==> config.mk <==
export PLATFORM = sky130hd
export DESIGN_NAME = mms_verify_respond_flat
export DESIGN_NICKNAME = d
export VERILOG_FILES = /design/src/rtl/mms_verify_respond_if.sv /design/src/rtl/mms_verify_respond.sv /design/src/flat_wrapper.sv
export SDC_FILE = /design/constraint.sdc
export NUM_CORES = 1
export LEC_CHECK = 0
export ABC_AREA = 1
export CORE_MARGIN = 2
export CORE_UTILIZATION = 47
export DETAILED_ROUTE_END_ITERATION = 16
export GPL_TIMING_DRIVEN = 0
export HOLD_SLACK_MARGIN = 0.03
export PLACE_DENSITY = 0.75
export REMOVE_ABC_BUFFERS = 1
export SLEW_MARGIN = 15
export SYNTH_ARGS = -nofsm -noshare
export SYNTH_HDL_FRONTEND = slang
export SYNTH_SLANG_ARGS = --single-unit
export TNS_END_PERCENT = 10
==> constraint.sdc <==
create_clock -name clk -period 2.2 [get_ports clk]
set_clock_uncertainty 0.2 [all_clocks]
set_input_delay 0.22 -clock clk [delete_from_list [all_inputs] [get_ports clk]]
set_output_delay 0.22 -clock clk [all_outputs]
set_load 0.02 [all_outputs]
==> src/rtl/mms_verify_respond_if.sv <==
// mms_verify_respond_if: mPacket request/completion and receive-pulse bundle
// between the MAC merge verify/respond block and its neighbours.
//   slave  : the verify/respond block (consumes pulses, drives requests)
//   master : environment (rx classifier + tx arbiter side)
interface mms_verify_respond_if;
  logic rcv_v;   // valid verify mPacket received (1-cycle pulse)
  logic rcv_r;   // valid respond mPacket received (1-cycle pulse)
  logic v_sent;  // requested verify mPacket transmitted (1-cycle pulse)
  logic r_sent;  // requested respond mPacket transmitted (1-cycle pulse)
  logic send_v;  // verify mPacket request (level)
  logic send_r;  // respond mPacket request (level)

  modport master (
    output rcv_v, rcv_r, v_sent, r_sent,
    input  send_v, send_r
  );

  modport slave (
    input  rcv_v, rcv_r, v_sent, r_sent,
    output send_v, send_r
  );
endinterface

==> src/rtl/mms_verify_respond.sv <==
// mms_verify_respond: 802.3br MAC merge verify machine plus respond machine.
// The verify machine sends up to VERIFY_LIMIT verify mPackets, each followed
// by a VERIFY_TIME_CYC-cycle response window, and reports the outcome. The
// respond machine answers received verify mPackets, independent of verify.
// All outputs are registered and decoded from the next state.
// Optional build macro MMS_VERIFY_STATS_EN adds three saturating 16-bit
// transmit/failure counters as extra outputs.
module mms_verify_respond #(
  parameter int unsigned VERIFY_TIME_CYC = 10000,
  parameter int unsigned VERIFY_LIMIT    = 3,
  parameter int unsigned TIMER_W         = 24
) (
  input  logic                       clk,
  input  logic                       reset_n,
  input  logic                       p_enable,
  input  logic                       disable_verify,
  input  logic                       link_fail,
  mms_verify_respond_if.slave        bus,
  output logic [2:0]                 verify_status,
  output logic [3:0]                 verify_cnt,
  output logic                       preempt_active
`ifdef MMS_VERIFY_STATS_EN
  ,
  output logic [15:0]                stat_verify_tx,
  output logic [15:0]                stat_respond_tx,
  output logic [15:0]                stat_verify_fail
`endif
);

  typedef enum logic [2:0] {
    V_INIT     = 3'd0,
    V_SEND     = 3'd1,
    V_WAIT     = 3'd2,
    V_VERIFIED = 3'd3,
    V_FAIL     = 3'd4,
    V_DISABLED = 3'd5
  } vstate_e;

  typedef enum logic [0:0] {
    R_IDLE = 1'b0,
    R_SEND = 1'b1
  } rstate_e;

  localparam logic [2:0] ST_UNKNOWN   = 3'd0;
  localparam logic [2:0] ST_INITIAL   = 3'd1;
  localparam logic [2:0] ST_VERIFYING = 3'd2;
  localparam logic [2:0] ST_SUCCEEDED = 3'd3;
  localparam logic [2:0] ST_FAILED    = 3'd4;
  localparam logic [2:0] ST_DISABLED  = 3'd5;

  localparam logic [TIMER_W-1:0] TIMER_RELOAD = TIMER_W'(VERIFY_TIME_CYC - 1);
  localparam logic [3:0]         LIMIT_C      = 4'(VERIFY_LIMIT);

  vstate_e              vstate_q, vstate_d;
  rstate_e              rstate_q, rstate_d;
  logic [TIMER_W-1:0]   timer_q, timer_d;
  logic [3:0]           vcnt_q, vcnt_d;
  logic [2:0]           status_q, status_d;
  logic                 send_v_q, send_v_d;
  logic                 send_r_q, send_r_d;
  logic                 preempt_q, preempt_d;

  logic                 restart_s;
  logic                 v_accept_s;
  logic                 r_accept_s;

  // Restart is link loss or preemption administratively off.
  assign restart_s  = link_fail | ~p_enable;
  // Completion pulses only count while the matching request is outstanding.
  assign v_accept_s = (vstate_q == V_SEND) & bus.v_sent;
  assign r_accept_s = (rstate_q == R_SEND) & bus.r_sent;

  // Verify machine next state, response timer and attempt counter.
  always_comb begin
    vstate_d = vstate_q;
    timer_d  = timer_q;
    vcnt_d   = vcnt_q;
    if (restart_s && (vstate_q != V_INIT)) begin
      vstate_d = V_INIT;
    end else begin
      case (vstate_q)
        V_INIT: begin
          if (restart_s) begin
            vstate_d = V_INIT;
          end else if (disable_verify) begin
            vstate_d = V_DISABLED;
          end else begin
            vstate_d = V_SEND;
          end
        end
        V_SEND: begin
          if (disable_verify) begin
            vstate_d = V_INIT;
          end else if (v_accept_s) begin
            vstate_d = V_WAIT;
            timer_d  = TIMER_RELOAD;
            vcnt_d   = vcnt_q + 4'd1;
          end else begin
            vstate_d = V_SEND;
          end
        end
        V_WAIT: begin
          if (disable_verify) begin
            vstate_d = V_INIT;
          end else if (bus.rcv_r) begin
            vstate_d = V_VERIFIED;
          end else if (timer_q == '0) begin
            if (vcnt_q < LIMIT_C) begin
              vstate_d = V_SEND;
            end else begin
              vstate_d = V_FAIL;
            end
          end else begin
            timer_d = timer_q - {{(TIMER_W-1){1'b0}}, 1'b1};
          end
        end
        V_VERIFIED: begin
          if (disable_verify) begin
            vstate_d = V_DISABLED;
          end else begin
            vstate_d = V_VERIFIED;
          end
        end
        V_FAIL: begin
          vstate_d = V_FAIL;
        end
        V_DISABLED: begin
          if (!disable_verify) begin
            vstate_d = V_INIT;
          end else begin
            vstate_d = V_DISABLED;
          end
        end
        default: begin
          vstate_d = V_INIT;
        end
      endcase
    end
    // Every entry into INIT starts a fresh round.
    if (vstate_d == V_INIT) begin
      vcnt_d  = 4'd0;
      timer_d = '0;
    end else begin
      vcnt_d  = vcnt_d;
    end
  end

  // Respond machine next state: coalesces repeated rcv_v while pending.
  always_comb begin
    rstate_d = rstate_q;
    case (rstate_q)
      R_IDLE: begin
        if (bus.rcv_v && p_enable) begin
          rstate_d = R_SEND;
        end else begin
          rstate_d = R_IDLE;
        end
      end
      R_SEND: begin
        if (!p_enable) begin
          rstate_d = R_IDLE;
        end else if (r_accept_s) begin
          rstate_d = bus.rcv_v ? R_SEND : R_IDLE;
        end else begin
          rstate_d = R_SEND;
        end
      end
      default: begin
        rstate_d = R_IDLE;
      end
    endcase
  end

  // Output decode from next state so every output is a register.
  always_comb begin
    status_d = ST_UNKNOWN;
    case (vstate_d)
      V_INIT:     status_d = ST_INITIAL;
      V_SEND:     status_d = ST_VERIFYING;
      V_WAIT:     status_d = ST_VERIFYING;
      V_VERIFIED: status_d = ST_SUCCEEDED;
      V_FAIL:     status_d = ST_FAILED;
      V_DISABLED: status_d = ST_DISABLED;
      default:    status_d = ST_UNKNOWN;
    endcase
    send_v_d  = (vstate_d == V_SEND);
    send_r_d  = (rstate_d == R_SEND);
    preempt_d = p_enable & ((status_d == ST_SUCCEEDED) | (status_d == ST_DISABLED));
  end

  // State and output registers.
  always_ff @(posedge clk or negedge reset_n) begin
    if (!reset_n) begin
      vstate_q  <= V_INIT;
      rstate_q  <= R_IDLE;
      timer_q   <= '0;
      vcnt_q    <= 4'd0;
      status_q  <= ST_UNKNOWN;
      send_v_q  <= 1'b0;
      send_r_q  <= 1'b0;
      preempt_q <= 1'b0;
    end else begin
      vstate_q  <= vstate_d;
      rstate_q  <= rstate_d;
      timer_q   <= timer_d;
      vcnt_q    <= vcnt_d;
      status_q  <= status_d;
      send_v_q  <= send_v_d;
      send_r_q  <= send_r_d;
      preempt_q <= preempt_d;
    end
  end

  assign bus.send_v     = send_v_q;
  assign bus.send_r     = send_r_q;
  assign verify_status  = status_q;
  assign verify_cnt     = vcnt_q;
  assign preempt_active = preempt_q;

`ifdef MMS_VERIFY_STATS_EN
  logic [15:0] stat_vtx_q;
  logic [15:0] stat_rtx_q;
  logic [15:0] stat_vfail_q;
  logic        fail_entry_s;

  function automatic logic [15:0] sat_inc(input logic [15:0] v);
    if (v == 16'hFFFF) begin
      return v;
    end else begin
      return v + 16'd1;
    end
  endfunction

  assign fail_entry_s = (vstate_d == V_FAIL) & (vstate_q != V_FAIL);

  // Saturating event counters, cleared only by reset.
  always_ff @(posedge clk or negedge reset_n) begin
    if (!reset_n) begin
      stat_vtx_q   <= 16'd0;
      stat_rtx_q   <= 16'd0;
      stat_vfail_q <= 16'd0;
    end else begin
      if (v_accept_s) begin
        stat_vtx_q <= sat_inc(stat_vtx_q);
      end
      if (r_accept_s) begin
        stat_rtx_q <= sat_inc(stat_rtx_q);
      end
      if (fail_entry_s) begin
        stat_vfail_q <= sat_inc(stat_vfail_q);
      end
    end
  end

  assign stat_verify_tx   = stat_vtx_q;
  assign stat_respond_tx  = stat_rtx_q;
  assign stat_verify_fail = stat_vfail_q;
`endif

endmodule

==> src/flat_wrapper.sv <==
// flat-port wrapper written by rule: the top's interface ports become plain ports
module mms_verify_respond_flat 
#(
  parameter int unsigned VERIFY_TIME_CYC = 10000,
  parameter int unsigned VERIFY_LIMIT    = 3,
  parameter int unsigned TIMER_W         = 24
)
  (clk, reset_n, p_enable, disable_verify, link_fail, verify_status, verify_cnt, preempt_active, bus_rcv_v, bus_rcv_r, bus_v_sent, bus_r_sent, bus_send_v, bus_send_r);
  mms_verify_respond_if bus_i ();
  input  logic clk;
  input  logic reset_n;
  input  logic p_enable;
  input  logic disable_verify;
  input  logic link_fail;
  output logic [2:0] verify_status;
  output logic [3:0] verify_cnt;
  output logic preempt_active;
  input wire logic [$bits(bus_i.rcv_v)-1:0] bus_rcv_v;
  input wire logic [$bits(bus_i.rcv_r)-1:0] bus_rcv_r;
  input wire logic [$bits(bus_i.v_sent)-1:0] bus_v_sent;
  input wire logic [$bits(bus_i.r_sent)-1:0] bus_r_sent;
  output wire logic [$bits(bus_i.send_v)-1:0] bus_send_v;
  output wire logic [$bits(bus_i.send_r)-1:0] bus_send_r;
  assign bus_i.rcv_v = bus_rcv_v;
  assign bus_i.rcv_r = bus_rcv_r;
  assign bus_i.v_sent = bus_v_sent;
  assign bus_i.r_sent = bus_r_sent;
  assign bus_send_v = bus_i.send_v;
  assign bus_send_r = bus_i.send_r;
  mms_verify_respond #(.VERIFY_TIME_CYC(VERIFY_TIME_CYC), .VERIFY_LIMIT(VERIFY_LIMIT), .TIMER_W(TIMER_W)) u_core (.clk(clk), .reset_n(reset_n), .p_enable(p_enable), .disable_verify(disable_verify), .link_fail(link_fail), .bus(bus_i), .verify_status(verify_status), .verify_cnt(verify_cnt), .preempt_active(preempt_active));
endmodule
# ---- Word level (Yosys, flattened, before mapping)
# Cells that the tools add are included.
dict set report totals {
  reg_bits 37
  out_inout_bits 10
  word_cells 79
  in_bits 9
}
dict set report op_classes {
  eq_ne 19
  bitwise_logic 7
  order_cmp 1
  addsub 2
  n_mux 31
  n_reduce_logical 12
}
# operator count
set ops {}
lappend ops {{two-way mux 24 bit} 7}
lappend ops {{one-hot mux 24 bit (2 select lines)} 1}
lappend ops {{two-way mux 3 bit} 10}
lappend ops {{logical NOT 24 bit} 1}
lappend ops {{subtractor 24 x 1 -> 24 bit (second input constant)} 1}
lappend ops {{two-way mux 4 bit} 5}
lappend ops {{one-hot mux 3 bit (6 select lines)} 1}
lappend ops {{== test 3 x 2 -> 1 bit (second input constant)} 5}
lappend ops {{== test 3 bit (second input constant)} 5}
lappend ops {{one-hot mux 3 bit (5 select lines)} 1}
lappend ops {{inequality test 3 x 2 -> 1 bit (second input constant)} 3}
lappend ops {{AND reduction 7 bit} 1}
lappend ops {{== test 3 x 1 -> 1 bit (second input constant)} 2}
lappend ops {{logical NOT 3 bit} 2}
lappend ops {{inequality test 3 bit (second input constant)} 2}
lappend ops {{nonzero test 3 bit} 2}
lappend ops {{adder 4 x 1 -> 4 bit (second input constant)} 1}
lappend ops {{< comparator 4 x 2 -> 1 bit (second input constant)} 1}
lappend ops {{two-way mux 1 bit} 4}
lappend ops {{AND reduction 4 bit} 1}
lappend ops {{nonzero test 2 bit} 2}
lappend ops {{AND 1 bit} 3}
lappend ops {{logical AND 1 bit} 2}
lappend ops {{two-way mux 2 bit} 1}
lappend ops {{other kinds (6)} 8}

# ---- Logic depth before layout (Yosys ltp)
dict set report depth {
  ltp_word 13
  ltp_mapped 14
  depth_no_buf 13
}

# ---- Worst setup path after synthesis
# OpenSTA, ideal clock, no wires.
dict set report synth_timing {
  kind {register to register}
  start {register u_core.timer_q[0]}
  end {register u_core.timer_q[17]}
  t_required_ns 1.882
  setup_time_ns 0.118
  n_path_buf 1
  arrival_ns 1.699
  synth_period_minus_slack_ns 2.017
  stages_incl_launch_ff 13
  slack_ns 0.183
  cell_sequence {dfrtp_1 -> inv_1 -> ha_1 -> nand2_4 -> nor2_4 -> nand3_4 -> o21ai_1 -> nand3_1 -> nand2_2 -> nand3_4 -> buf_12 -> nand3_1 -> nand2_1}
}
dict set report synth_via {
  elab_chain_cells 9
  elab_cells_between_ends 22
  cone_classes {add/sub: 1; eq/ne: 6; mux: 11; reduce/logical: 4}
}
# item line
set synth_lines {}
lappend synth_lines {{start: declaration} mms_verify_respond.sv:56} ;# logic [TIMER_W-1:0] timer_q, timer_d;
lappend synth_lines {{start signal: assignment} mms_verify_respond.sv:205} ;# timer_q <= timer_d;
lappend synth_lines {{parallel branches: the longest is 9 deep, another holds subtractor 24 x 1 -> 24 bit} n/a}
# Several ways; the timed one is not identified. The select of a mux whose other input is x is not followed.
# A chain may end at the register's enable or synchronous reset.

# ---- Worst setup path in the final report
dict set report layout_timing {
  start {register u_core.vstate_q[0]}
  end {register u_core.timer_q[13]}
}
dict set report layout_via {
  elab_chain_cells 9
  elab_cells_between_ends 28
  cone_classes {eq/ne: 11; mux: 10; bitwise: 1; reduce/logical: 6}
}
# item line
set layout_lines {}
lappend layout_lines {{start: declaration} mms_verify_respond.sv:54} ;# vstate_e vstate_q, vstate_d;
lappend layout_lines {{start signal: assignment} mms_verify_respond.sv:203} ;# vstate_q <= vstate_d;
lappend layout_lines {{== test 3 x 1 -> 1 bit} {mms_verify_respond.sv:70, mms_verify_respond.sv:81}}
lappend layout_lines {{AND 1 bit} mms_verify_respond.sv:70} ;# assign v_accept_s = (vstate_q == V_SEND) & bus.v_sent;
lappend layout_lines {{two-way mux 2 bit} mms_verify_respond.sv:94} ;# end else if (v_accept_s) begin
lappend layout_lines {{two-way mux 3 bit} mms_verify_respond.sv:92} ;# if (disable_verify) begin
lappend layout_lines {{one-hot mux 3 bit (6 select lines)} mms_verify_respond.sv:81} ;# case (vstate_q)
lappend layout_lines {{two-way mux 3 bit} mms_verify_respond.sv:78} ;# if (restart_s && (vstate_q != V_INIT)) begin
lappend layout_lines {{logical NOT 3 bit} mms_verify_respond.sv:140} ;# if (vstate_d == V_INIT) begin
lappend layout_lines {{inequality test 3 x 2 -> 1 bit (no line), or another cell as far along} n/a}
lappend layout_lines {{AND reduction 7 bit (no line)} n/a}
# Parallel ways exist; a longest one is shown, timed or not. The select of a mux whose other input is x is not followed.

==> out/metrics.csv <==
metric,value,unit
outcome,finished clean,
Total Routed Length,5680,um
# diodes,0,
r2r setup slk,0.08,ns
die footprint,0.00560,mm2
Syn. warnings,0,
Crit. End Element,flop,
Pre-antenna DRT Iters,4,
Tightest Pin Transition,0.394,ns
Final Max Slew Viols,0,
minimum setup slack after placement,-0.574,ns
worst r2r src,u_core.vstate_q[0],
Via Count,2101,
startpoint type of the worst setup path,flop,
Final Instance Count excl. Fillers,397,
vias in the first global route,2044,
Root Buffer,clkbuf_8,
P per Cell Area,1320,mW/mm2
Max Root-Sink Buffers,2,
Final setup viols,0,
GPL Wtd Cong,0.847,
CTS tree,yes,
Peak VDD IR,0.850,mV
DPL Wire Length,3270,um
post-synthesis sequential area ratio,39.2,%
DRT antenna net count,0,
PortBufs,18,
initial DRC count,145,
total gr overflow,0,
Clock Pin Slew Worst Setup and Hold Paths,0.08,ns
Die Height,74.9,um
Placed Area,0.00258,mm2
Synth Area per Inst,8.03,um2
dpl cells,374,
clk_lat worst skew,0.29,ns
CP Class,flop to flop,
Starting Density,49.3,%
R2R depth,9,
most frequent cells in the layout,"nand2_1 (65), dfrtp_1 (33), inv_1 (28), nor2_1 (28), nand3_2 (18)",
Worst Hold Class,input pin to async pin,
clock buffer count from CTS,5,
RSZ-0062 raised after global routing,true,
area grow syn2layout,25.0,%
total global-route track usage,22.7,%
Slew HR,73.6,%
# clock sinks,37,
CP max FO,7,
total power,3.89,mW
Setup WS post-layout,0.0781,ns
Max-Cap Viols,0,
Setup TNS,0,ns
Tmin final,2.12,ns
I/O pin total,19,
FMAX,0.471,GHz
Core Box Area,0.00479,mm2
final hold vios,0,
Syn Std Cell Area,0.00236,mm2
num rows,25,
crit path from,u_core.vstate_q[0],
Leakage,1.49,nW
Avg Vias per Cell,5.29,
crit share post-route,96.4,%
drt wl/cell,14.3,um
Final #Nets,340,
first-pass GRT wire length,9590,um
largest net degree at the start of global routing,25,
htree depth,2,
worst hold margin,0.174,ns
DR DRC count,0,
worst path arrival time,2.10,ns
CP Data Required Time,2.18,ns
final instance area,0.00295,mm2
share of cells above drive strength 1,24.8,%
antenna violations before repair,0,
Synth Instances,294,
synth unique cells,30,
"commonest non-fill, non-tap cell in the layout",nand2_1,
RR Endpoint,u_core.timer_q[13],
Die Width,74.9,um
crit path to,u_core.timer_q[13],
fin util,61.6,%
"FF+latch count, synth",37,
[kinds of logic (layout without fill, tap and decap cells)]
| logic type | after synthesis | in the layout | synth area share (%) |
|---|---|---|---|
| and+or+nand+nor | 175 | 179 | 40.1 |
| buffers and inverters | 38 | 70 | 7.74 |
| DFF | 37 | 37 | 39.2 |
| AOI/OAI and AO/OA | 26 | 26 | 5.94 |
| xor gates and xnor gates | 16 | 16 | 5.94 |
| adders and majority gates | 2 | 2 | 1.06 |
[routing by layer]
layer	GRT usage (%)	wire, um
met4	6.94	65
met1	29.8	2570
met2	37.9	2750
met3	4.55	302
met5	0	0
[registers in the layout, summed over array words and instances, names as in the netlist]
signal and cells:
u_core.timer_q 24, u_core.verify_cnt 4, u_core.preempt_active 1, u_core.bus.send_v 1
u_core.vstate_q 3, u_core.verify_status 3, u_core.rstate_q 1
[critical path, cell delays in order, from the launching register on]
cell     delay, ns
dfrtp_1       0.50
inv_1         0.10
nand3_1       0.14
o21ai_0       0.12
nor3_1        0.22
nand2_1       0.10
nand2_2       0.23
nand3_4       0.20
inv_4         0.13
a21oi_1       0.05
[repair_timing]
item                                    CTS  global route
endpoints found under the setup margin   29            30
hold buffers                              1             0
setup buffers                             5             4
hold endpoints to repair                 37             0
cloned                                    5             0
resized for setup                        12            23
pin swaps                                 6             7
[layout make-up]
type,instances,area (um2)
Inverter,32,126
Multi-Input combinational cell,223,1400
Fill cell,414,1840
Sequential cell,37,931
Clock buffer,7,96.3
Tap cell,67,83.8
Clock inverter,1,5.00
Timing Repair Buffer,29,297
Timing Repair inverter,1,7.51
[synth_stat cells]
cell,number,area (um2)
nor2_2,4,25.0
xnor2_1,3,26.3
ha_1,2,25.0
a21oi_1,8,40.0
buf_2,3,15.0
nand2_2,4,25.0
dfrtp_1,37,926
nand2_4,2,22.5
o21a_1,1,7.51
nor4_1,2,12.5
a21boi_0,1,7.51
or2_2,3,18.8
nand3b_1,2,15.0
nand4_1,7,43.8
o31a_2,1,10.0
buf_12,2,40.0
nand3_1,17,85.1
nand3_2,17,170
nand3_4,2,35.0
o21ai_0,14,70.1
or2_0,1,6.26
nand2_1,69,259
o21ai_1,1,5.00
nor3_1,7,35.0
nor2_4,5,56.3
buf_4,1,7.51
nor3_4,1,16.3
inv_1,32,120
nor2_1,32,120
xor2_1,13,114
[worst min path at each step]
stage	from	to	slack (ns)	cells after the start
4_1_cts	reset_n	u_core.timer_q[4]	0.18	2
6_report	reset_n	u_core.timer_q[4]	0.17	2
3_5_place_dp	reset_n	u_core.timer_q[4]	-0.04	1
2_1_floorplan	reset_n	u_core.bus.send_v	-0.28	0
3_3_place_gp	u_core.timer_q[10]	u_core.timer_q[10]	0.32	2
5_1_grt	reset_n	u_core.timer_q[23]	0.21	2
[where the power goes]
part	internal, mW	leakage, nW	switching [mW]
Clock	0.283	0.0542	0.257
Sequential	0.789	0.499	0.105
Combinational	0.864	0.934	1.59
(Power assumes the default switching activity.)
